==> src/rtl/poly1305_block_packer.sv <==
// poly1305_block_packer: packs a 32-bit AAD/CT word stream into zero-padded
// 16-byte little-endian blocks, then appends the (aad_len || ct_len) block.
// Optional build macro POLY1305_PACK_PROTO_CHECK_EN adds a sticky proto_err output.
module poly1305_block_packer #(
  parameter int unsigned LEN_W = 64
) (
  input  logic         clk,
  input  logic         reset,
  input  logic         start,
  output logic         busy,
  input  logic         in_valid,
  output logic         in_ready,
  input  logic [31:0]  in_data,
  input  logic [2:0]   in_bytes,
  input  logic         in_last,
  output logic         blk_valid,
  input  logic         blk_ready,
  output logic [127:0] blk_data,
  output logic         blk_last,
  output logic         done
`ifdef POLY1305_PACK_PROTO_CHECK_EN
  ,
  output logic         proto_err
`endif
);

  localparam int unsigned CNT_W = 5;

  typedef enum logic [1:0] {IDLE, AAD, CT, LEN} state_t;

  state_t             state_q, state_d;
  logic [15:0][7:0]   buf_q, buf_d;
  logic [CNT_W-1:0]   cnt_q, cnt_after;
  logic [LEN_W-1:0]   aad_len_q, ct_len_q;
  logic               len_sent_q;
  logic               out_free, acc, emit, len_load, blk_hs, last_hs;
  logic [2:0]         nb;

  // Handshake and emit decisions for this cycle
  always_comb begin
    out_free  = !blk_valid || blk_ready;
    in_ready  = ((state_q == AAD) || (state_q == CT)) && out_free;
    acc       = in_valid && in_ready;
    nb        = (in_bytes > 3'd4) ? 3'd4 : in_bytes;
    cnt_after = cnt_q + CNT_W'(nb);
    emit      = acc && ((cnt_after == CNT_W'(16)) || (in_last && (cnt_after != '0)));
    len_load  = (state_q == LEN) && !len_sent_q && out_free;
    blk_hs    = blk_valid && blk_ready;
    last_hs   = blk_hs && blk_last;
    busy      = (state_q != IDLE);
  end

  // Buffer with the incoming word merged at byte offset cnt
  always_comb begin
    buf_d = buf_q;
    for (int j = 0; j < 4; j++) begin
      if (3'(j) < nb) buf_d[{cnt_q[3:2], 2'(j)}] = in_data[8*j +: 8];
    end
  end

  // State register
  always_ff @(posedge clk or posedge reset) begin
    if (reset) state_q <= IDLE;
    else       state_q <= state_d;
  end

  // Next-state logic
  always_comb begin
    state_d = state_q;
    unique case (state_q)
      IDLE:    if (start) state_d = AAD;
      AAD:     if (acc && in_last) state_d = CT;
      CT:      if (acc && in_last) state_d = LEN;
      LEN:     if (last_hs) state_d = IDLE;
      default: state_d = IDLE;
    endcase
  end

  // Assembly buffer, length counters and output block register
  always_ff @(posedge clk or posedge reset) begin
    if (reset) begin
      buf_q      <= '0;
      cnt_q      <= '0;
      aad_len_q  <= '0;
      ct_len_q   <= '0;
      len_sent_q <= 1'b0;
      blk_valid  <= 1'b0;
      blk_data   <= '0;
      blk_last   <= 1'b0;
      done       <= 1'b0;
    end else begin
      done <= last_hs;
      if ((state_q == IDLE) && start) begin
        buf_q      <= '0;
        cnt_q      <= '0;
        aad_len_q  <= '0;
        ct_len_q   <= '0;
        len_sent_q <= 1'b0;
      end
      if (acc) begin
        if (emit) begin
          buf_q <= '0;
          cnt_q <= '0;
        end else begin
          buf_q <= buf_d;
          cnt_q <= cnt_after;
        end
        if (state_q == AAD) aad_len_q <= aad_len_q + LEN_W'(nb);
        else                ct_len_q  <= ct_len_q + LEN_W'(nb);
      end
      if (emit) begin
        blk_data  <= buf_d;
        blk_valid <= 1'b1;
        blk_last  <= 1'b0;
      end else if (len_load) begin
        blk_data   <= {64'(ct_len_q), 64'(aad_len_q)};
        blk_valid  <= 1'b1;
        blk_last   <= 1'b1;
        len_sent_q <= 1'b1;
      end else if (blk_hs) begin
        blk_valid <= 1'b0;
        blk_last  <= 1'b0;
      end
    end
  end

`ifdef POLY1305_PACK_PROTO_CHECK_EN
  logic perr_set;

  // Protocol violations seen on the input side this cycle
  always_comb begin
    perr_set = (acc && ((in_bytes > 3'd4) || ((in_bytes != 3'd4) && !in_last))) ||
               (in_valid && ((state_q == IDLE) || (state_q == LEN)));
  end

  // Sticky error flag, cleared by an accepted start
  always_ff @(posedge clk or posedge reset) begin
    if (reset)                            proto_err <= 1'b0;
    else if (perr_set)                    proto_err <= 1'b1;
    else if ((state_q == IDLE) && start)  proto_err <= 1'b0;
  end
`endif

endmodule

==> config.mk <==
export PLATFORM = sky130hd
export DESIGN_NAME = poly1305_block_packer
export DESIGN_NICKNAME = d
export VERILOG_FILES = /design/src/rtl/poly1305_block_packer.sv
export SDC_FILE = /design/constraint.sdc
export NUM_CORES = 1
export LEC_CHECK = 0
export ABC_AREA = 1
export ABC_CLOCK_PERIOD_IN_PS = 17850
export CORE_MARGIN = 2
export CORE_UTILIZATION = 47
export CTS_CLUSTER_DIAMETER = 60
export DETAILED_ROUTE_END_ITERATION = 7
export GPL_TIMING_DRIVEN = 0
export PLACE_DENSITY = 0.65
export SLEW_MARGIN = 15
export SYNTH_ARGS = -nofsm -noshare
export SYNTH_HDL_FRONTEND = slang
export SYNTH_SLANG_ARGS = --single-unit
==> constraint.sdc <==
create_clock -name clk -period 17.85 [get_ports clk]
set_clock_uncertainty 0.15 [all_clocks]
set_input_delay 5.355 -clock clk [delete_from_list [all_inputs] [get_ports clk]]
set_output_delay 5.355 -clock clk [all_outputs]
set_load 0.03 [all_outputs]
==> results of run 1 <==
[synthesized netlist by cell type, types with 2 or more instances]
cell type  number  area share, %
inv_1         382            6.4
and3_1          5           0.14
nand2_1       826             14
o22ai_1         3          0.084
nor3_1         23           0.51
o21bai_1        5           0.17
mux2i_1         4           0.18
a311oi_1        2          0.078
buf_4          10           0.34
o21ai_0       298            6.7
buf_1           9           0.15
a21oi_1        36           0.81
nand3_1       686             15
and2_1          2          0.056
ha_1           14           0.78
nor3_2          2          0.089
a211oi_1        5           0.17
fa_1            3           0.27
nor2_2          9           0.25
buf_2          67            1.5
nor3b_1         3           0.10
nor2_1        226            3.8
nand4_1        61            1.7
o21ai_1         7           0.16
dfrtp_1       395             44
nor2_4          2           0.10
xnor2_1         4           0.16
nand2_2         3          0.084
nand3b_1        6           0.20
inv_2           4          0.067
clkbuf_1       77            1.3
[through the flow]
step | cells | area [sq um] | total power [mW] | hold WS (ps) | setup TNS, ps
after global placement | 3968 | 24900 | 2.88 | 306 | -1586060
after detailed placement | 3972 | 25000 | 2.91 | 310 | 0
final | 4055 | 26600 | 3.97 | 331 | 0
after floorplan | 3188 | 22400 | 2.19 | 294 | 0
after CTS | 4055 | 26600 | 3.93 | 327 | 0
after global routing | 4055 | 26600 | 4.13 | 347 | 0
[flip-flops by register name, indices dropped and copies added, names as in the netlist]
| name | cells |
|---|---|
| aad_len_q | 64 |
| state_q | 2 |
| len_sent_q | 1 |
| blk_data | 128 |
| ct_len_q | 64 |
| blk_last | 1 |
| blk_valid | 1 |
| done | 1 |
| buf_q | 128 |
| cnt_q | 5 |
[logic make-up (layout without fill, tap and decap cells)]
group | count (synthesis) | in the layout | synth area share [%]
adder cells (fa/ha/maj) | 17 | 17 | 1.05
AND/OR/NAND/NOR | 1858 | 1858 | 36.4
multiplexers | 4 | 4 | 0.179
buffers and inverters | 551 | 811 | 9.79
flip-flops | 395 | 395 | 44.2
XOR/XNOR | 5 | 5 | 0.196
AO/OA/AOI/OAI | 358 | 358 | 8.19
[worst min-delay path: cells and delay by family (launching register included)]
family           cells  cell delay, ps
flip-flops           1             340
AND/OR/NAND/NOR      2             110
[power by group through the flow]
| stage | Clock [mW] | Sequential [mW] | Combinational, mW |
|---|---|---|---|
| 6_report | 1.02 | 1.21 | 1.73 |
| 5_1_grt | 1.06 | 1.23 | 1.84 |
| 4_1_cts | 1.02 | 1.21 | 1.69 |
| 3_5_place_dp | 0 | 1.22 | 1.69 |
| 3_3_place_gp | 0 | 1.22 | 1.66 |
| 2_1_floorplan | 0 | 1.36 | 0.830 |
[cell usage in the layout, fill, tap and decap left out, types with 49 or more instances in the layout]
| cell | count |
|---|---|
| nand2_1 | 826 |
| buf_2 | 67 |
| o21ai_0 | 298 |
| nand3_1 | 686 |
| nand4_1 | 61 |
| inv_1 | 381 |
| nor2_1 | 226 |
| dfrtp_1 | 395 |
| clkbuf_1 | 84 |
| clkdlybuf4s50_1 | 173 |
| clkbuf_16 | 49 |
[area by class of cell]
type | instances | area [sq um]
plain buffers | 163 | 733
clock buffers | 66 | 1390
clock inverters | 17 | 213
fillers | 4556 | 20200
inverters | 388 | 1470
multi-input cells | 2242 | 10300
flip-flops and latches | 395 | 9880
well taps | 607 | 759
repair buffers | 177 | 1840
[metal layers]
layer	routed length [um]	up-vias	GRT usage (%)
met5	0	-	0
met4	3290	0	12.3
met3	10900	191	8.83
met2	40300	1327	56.6
met1	40900	11639	55.6
li1	-	10820	-
[path summary, 6_finish.rpt]
kind / slack (ps) / endpoint / start
max: 5390 / in_ready / blk_ready
min in group asynchronous: 5070 / ct_len_q[52]$_DFF_PP0_ / reset
min: 330 / buf_q[68]$_DFFE_PP0P_ / buf_q[68]$_DFFE_PP0P_
max reg2reg: 14750 / blk_data[94]$_DFFE_PP0P_ / cnt_q[0]$_DFFE_PP0P_
min reg2reg: 330 / buf_q[68]$_DFFE_PP0P_ / buf_q[68]$_DFFE_PP0P_
max in group asynchronous: 10430 / buf_q[25]$_DFFE_PP0P_ / reset
==> flow_summary.json, run 1 <==
{
  "status": "completed",
  "final_util_pct": 56.9,
  "slew_viol_final": 0,
  "drt_wl_total_um": 95500,
  "yosysWarnings": 0,
  "first_pass_iters": 7,
  "crit_type": "in2out",
  "drc": 0,
  "placementRows": 79,
  "avgSynthCellArea_sq_um": 7.02,
  "pre_cts_slack_ps": 5400,
  "max_freq_mhz": 80.2,
  "min_path_type": "reg2reg",
  "power_density_nw_per_um2": 149,
  "grt_pass1_wl_um": 141000,
  "seq_area_frac_synth_pct": 44.2,
  "grt_pass1_vias": 22247,
  "ctsResizeCount": 0,
  "root_buffer": "clkbuf_16",
  "clock-sinks": 395,
  "cp.required_ps": 12350,
  "antenna_found_initial": 0,
  "arrival_ps": 6960,
  "period_needed_ps": 12460,
  "synth_nets": 3246,
  "synth_edf_count": 0,
  "syn_inst": 3188,
  "antenna_left": 0,
  "synth-seq-cells": 395,
  "swShare_pct": 45.9,
  "cp_cell_sequence": "clkdlybuf4s50_1 > inv_1 > nand2_1 > inv_1 > nor2_1 > clkdlybuf4s50_1",
  "peakVddDrop_mv": 0.123,
  "numPortBuffers": 173,
  "setup_viol": 0,
  "rsz0062_at_grt": "false",
  "overflow": 0,
  "die_y_um": 222,
  "vias": 23977,
  "worstRegToRegCells": 13,
  "crit_family": "buffers and inverters",
  "synth-main-ff-cell": "dfrtp_1",
  "nNetsFinal": 3473,
  "crit_buf_inv": 4,
  "avgViaCountPerCell": 5.91,
  "endpoint_kind": "output pin",
  "numCtsBuffers": 48,
  "start_kind": "input pin",
  "period_share_pct": 69.8,
  "worst_slew_pin_slew_ps": 1070,
  "crit_path_max_fanout": 3,
  "area_growth_syn_to_layout_pct": 18.8,
  "die-area_sq_um": 49400,
  "holdPathStages": 2,
  "initial_core_util_pct": 47.9,
  "cts_max_level": 2,
  "core_sq_um": 46800,
  "cts_tree": "done",
  "p_seq_share_pct": 30.6,
  "die_w_um": 222,
  "intPower_mw": 2.15,
  "cap_violations": 0,
  "cp_slowest_stage_delay_ps": 690,
  "clockPowerShare_pct": 25.7,
  "syn_area_sq_um": 22400,
  "num_antenna_cells": 0,
  "cp.depth": 6,
  "hold_viol": 0,
  "place_congestion": 0.971,
  "ios": 174,
  "grt_use_total_pct": 38.3,
  "dp.final_hpwl_um": 74200,
  "clockBufferDepth": 3,
  "maxSlewHeadroom_pct": 28.5,
  "async_reset_ff_share_pct": 100,
  "synth_cell_types": 40,
  "clk_pin_slew_ps": 60,
  "p_comb_share_pct": 43.7,
  "clk_latency_ps": 610,
  "drive_gt1_share_pct": 5.28,
  "routedWlPerCell_um": 23.5,
  "slowest_stage": "clkdlybuf4s50_1",
  "power.leakage_nw": 13.1,
  "hold_buffers": 0,
  "grt_max_degree": 100,
  "postCtsSetupBuffers": 0,
  "worst_slack_ps": 5390,
  "first_iter_violations": 2965,
  "switchingPower_mw": 1.82
}
No activity file was read; power rests on OpenSTA's default activity.
==> run 2: changes to the inputs <==
--- a/config.mk
+++ b/config.mk
@@ -6,7 +6,7 @@
 export NUM_CORES = 1
 export LEC_CHECK = 0
 export ABC_AREA = 1
-export ABC_CLOCK_PERIOD_IN_PS = 17850
+export ABC_CLOCK_PERIOD_IN_PS = 11600
 export CORE_MARGIN = 2
 export CORE_UTILIZATION = 47
 export CTS_CLUSTER_DIAMETER = 60
==> constraint.sdc (replaced) <==
create_clock -name clk -period 11.6 [get_ports clk]
set_clock_uncertainty 0.15 [all_clocks]
set_input_delay 3.48 -clock clk [delete_from_list [all_inputs] [get_ports clk]]
set_output_delay 3.48 -clock clk [all_outputs]
set_load 0.03 [all_outputs]
==> run 2 against run 1 <==
- register-to-register slack got worse by 6300 ps
- largest cell class unchanged
- cell count rose by 0.42%
- via count rose by 0.50%
- first-iteration DRC count rose by 2.3%
- core utilization rose by 0.52 points
- wire length rose by 0.67%
- clock power rose by 60%
- global-route usage rose by 0.21 points
- sequential share of layout area fell by 0.33 points
- combinational power rose by 55%
- design area rose by 0.91%
==> flow_summary.json, run 2 (same netlist as run 1, synthesis figures left out) <==
{
  "r2r_start": "cnt_q[0]$_DFFE_PP0P_",
  "worstRegToRegCells": 13,
  "status": "completed",
  "grt_pass1_vias": 22127,
  "cp.depth": 6,
  "core_sq_um": 46800,
  "crit_start": "blk_ready",
  "grt_max_degree": 37,
  "period_needed_ps": 8710,
  "cp.required_ps": 7970,
  "dr.max_layer_used": "met5",
  "placementRows": 79,
  "grt_use_total_pct": 38.5,
  "overflow": 0,
  "cts_tree": "done",
  "p_seq_share_pct": 30.2,
  "reg_top3": "blk_data x128, buf_q x128",
  "final_common_cell": "nand2_1",
  "first_iter_violations": 3032,
  "hold_viol": 0,
  "clockPowerShare_pct": 26.3,
  "switchingPower_mw": 2.84,
  "power.leakage_nw": 13.2,
  "clock-sinks": 395,
  "postCtsSetupBuffers": 0,
  "drt_wl_total_um": 96100,
  "wl_met2_um": 40000,
  "arrival_ps": 5080,
  "worst_slack_ps": 2890,
  "clk_latency_ps": 620,
  "total_power_mw": 6.18,
  "cts_max_level": 2,
  "initial_core_util_pct": 47.9,
  "ctsResizeCount": 0,
  "crit_path_max_fanout": 3,
  "numCtsBuffers": 50,
  "avgViaCountPerCell": 5.92,
  "crit_type": "in2out",
  "clk_pin_slew_ps": 60,
  "drc": 0,
  "routedWlPerCell_um": 23.6,
  "root_buffer": "clkbuf_16",
  "wl_met3_um": 11000,
  "met1Wirelength_um": 41700,
  "drive_gt1_share_pct": 5.83,
  "slew_viol_final": 0,
  "max_freq_mhz": 115,
  "nNetsFinal": 3483,
  "die-area_sq_um": 49400,
  "setup_viol": 0,
  "cp-endpoint": "in_ready",
  "grt_pass1_wl_um": 142000,
  "crit_family": "buffers and inverters",
  "r2r_end": "blk_data[24]$_DFFE_PP0P_",
  "start_kind": "input pin",
  "endpoint_kind": "output pin",
  "dp.final_hpwl_um": 74600,
  "peakVddDrop_mv": 0.200,
  "cp_cell_sequence": "clkdlybuf4s50_1 > inv_1 > nand2_1 > inv_1 > nor2_1 > clkdlybuf4s50_1",
  "p_comb_share_pct": 43.5,
  "rrSetupSlack_ps": 8410,
  "first_pass_iters": 6,
  "min_path_type": "reg2reg",
  "cap_violations": 0,
  "area_growth_syn_to_layout_pct": 19.9,
  "cp_slowest_stage_delay_ps": 690,
  "antenna_found_initial": 1,
  "vias": 24098,
  "slowest_stage": "clkdlybuf4s50_1",
  "antenna_left": 0,
  "die_w_um": 222,
  "place_congestion": 0.987,
  "ios": 174,
  "clockBufferDepth": 3,
  "period_share_pct": 75.1,
  "swShare_pct": 46.0,
  "intPower_mw": 3.34,
  "crit_buf_inv": 4,
  "pre_cts_slack_ps": 2910,
  "hold_buffers": 0,
  "maxSlewHeadroom_pct": 25.1,
  "die_y_um": 222,
  "rsz0062_at_grt": "false",
  "numPortBuffers": 173,
  "worst_slew_pin_slew_ps": 1120,
  "layout_common_cells": "nand2_1 (826), nand3_1 (686), dfrtp_1 (395), inv_1 (381), o21ai_0 (298)",
  "power_density_nw_per_um2": 230
}
-- run 2: worst min-delay path by stage --
stage	from	endpoint	slack, ps	depth (start not counted)
finish	buf_q[67]$_DFFE_PP0P_	buf_q[67]$_DFFE_PP0P_	330	2
detailed placement	buf_q[64]$_DFFE_PP0P_	buf_q[64]$_DFFE_PP0P_	310	2
CTS	buf_q[64]$_DFFE_PP0P_	buf_q[64]$_DFFE_PP0P_	330	2
floorplan	buf_q[116]$_DFFE_PP0P_	buf_q[116]$_DFFE_PP0P_	290	2
global placement	buf_q[54]$_DFFE_PP0P_	buf_q[54]$_DFFE_PP0P_	310	2
global route	buf_q[85]$_DFFE_PP0P_	buf_q[85]$_DFFE_PP0P_	340	2
-- run 2: worst min-delay path, cell delays in order (launching register included) --
cell	delay, ps
dfrtp_1	340
nand2_1	50
nand2_1	50
-- run 2: layout make-up --
cell class                 count  area [sq um]
multi-input combinational   2242         10300
timing repair buffer         185          1970
clock inverter                21           208
antenna                        1          2.50
sequential                   395          9880
tap                          607           759
inverter                     388          1460
buffer                       163           733
clock buffer                  70          1510
fill                        4472         19900
-- run 2: power groups by stage --
stage	sequential (mW)	combinational [mW]	clock [mW]
after floorplan	2.09	1.28	0
final	1.87	2.69	1.63
after detailed placement	1.88	2.60	0
after global placement	1.88	2.55	0
after global routing	1.89	2.85	1.68
after CTS	1.86	2.62	1.63
-- run 2: per-layer routing --
metal	global-route usage [%]	vias to the layer above
met2	55.8	1373
met3	8.82	224
met1	56.8	11646
li1	-	10853
met4	12.6	2
met5	0	-
-- run 2: metrics by stage --
step	area [sq um]	hold WS (ps)	cells	utilization, %	setup TNS, ps
2_1_floorplan	22400	294	3188	-	0
3_3_place_gp	24900	306	3968	53.2	-110640
3_5_place_dp	25100	310	3980	53.7	0
4_1_cts	26800	326	4071	57.4	0
5_1_grt	26800	344	4071	57.4	0
6_report	26800	330	4072	57.4	0
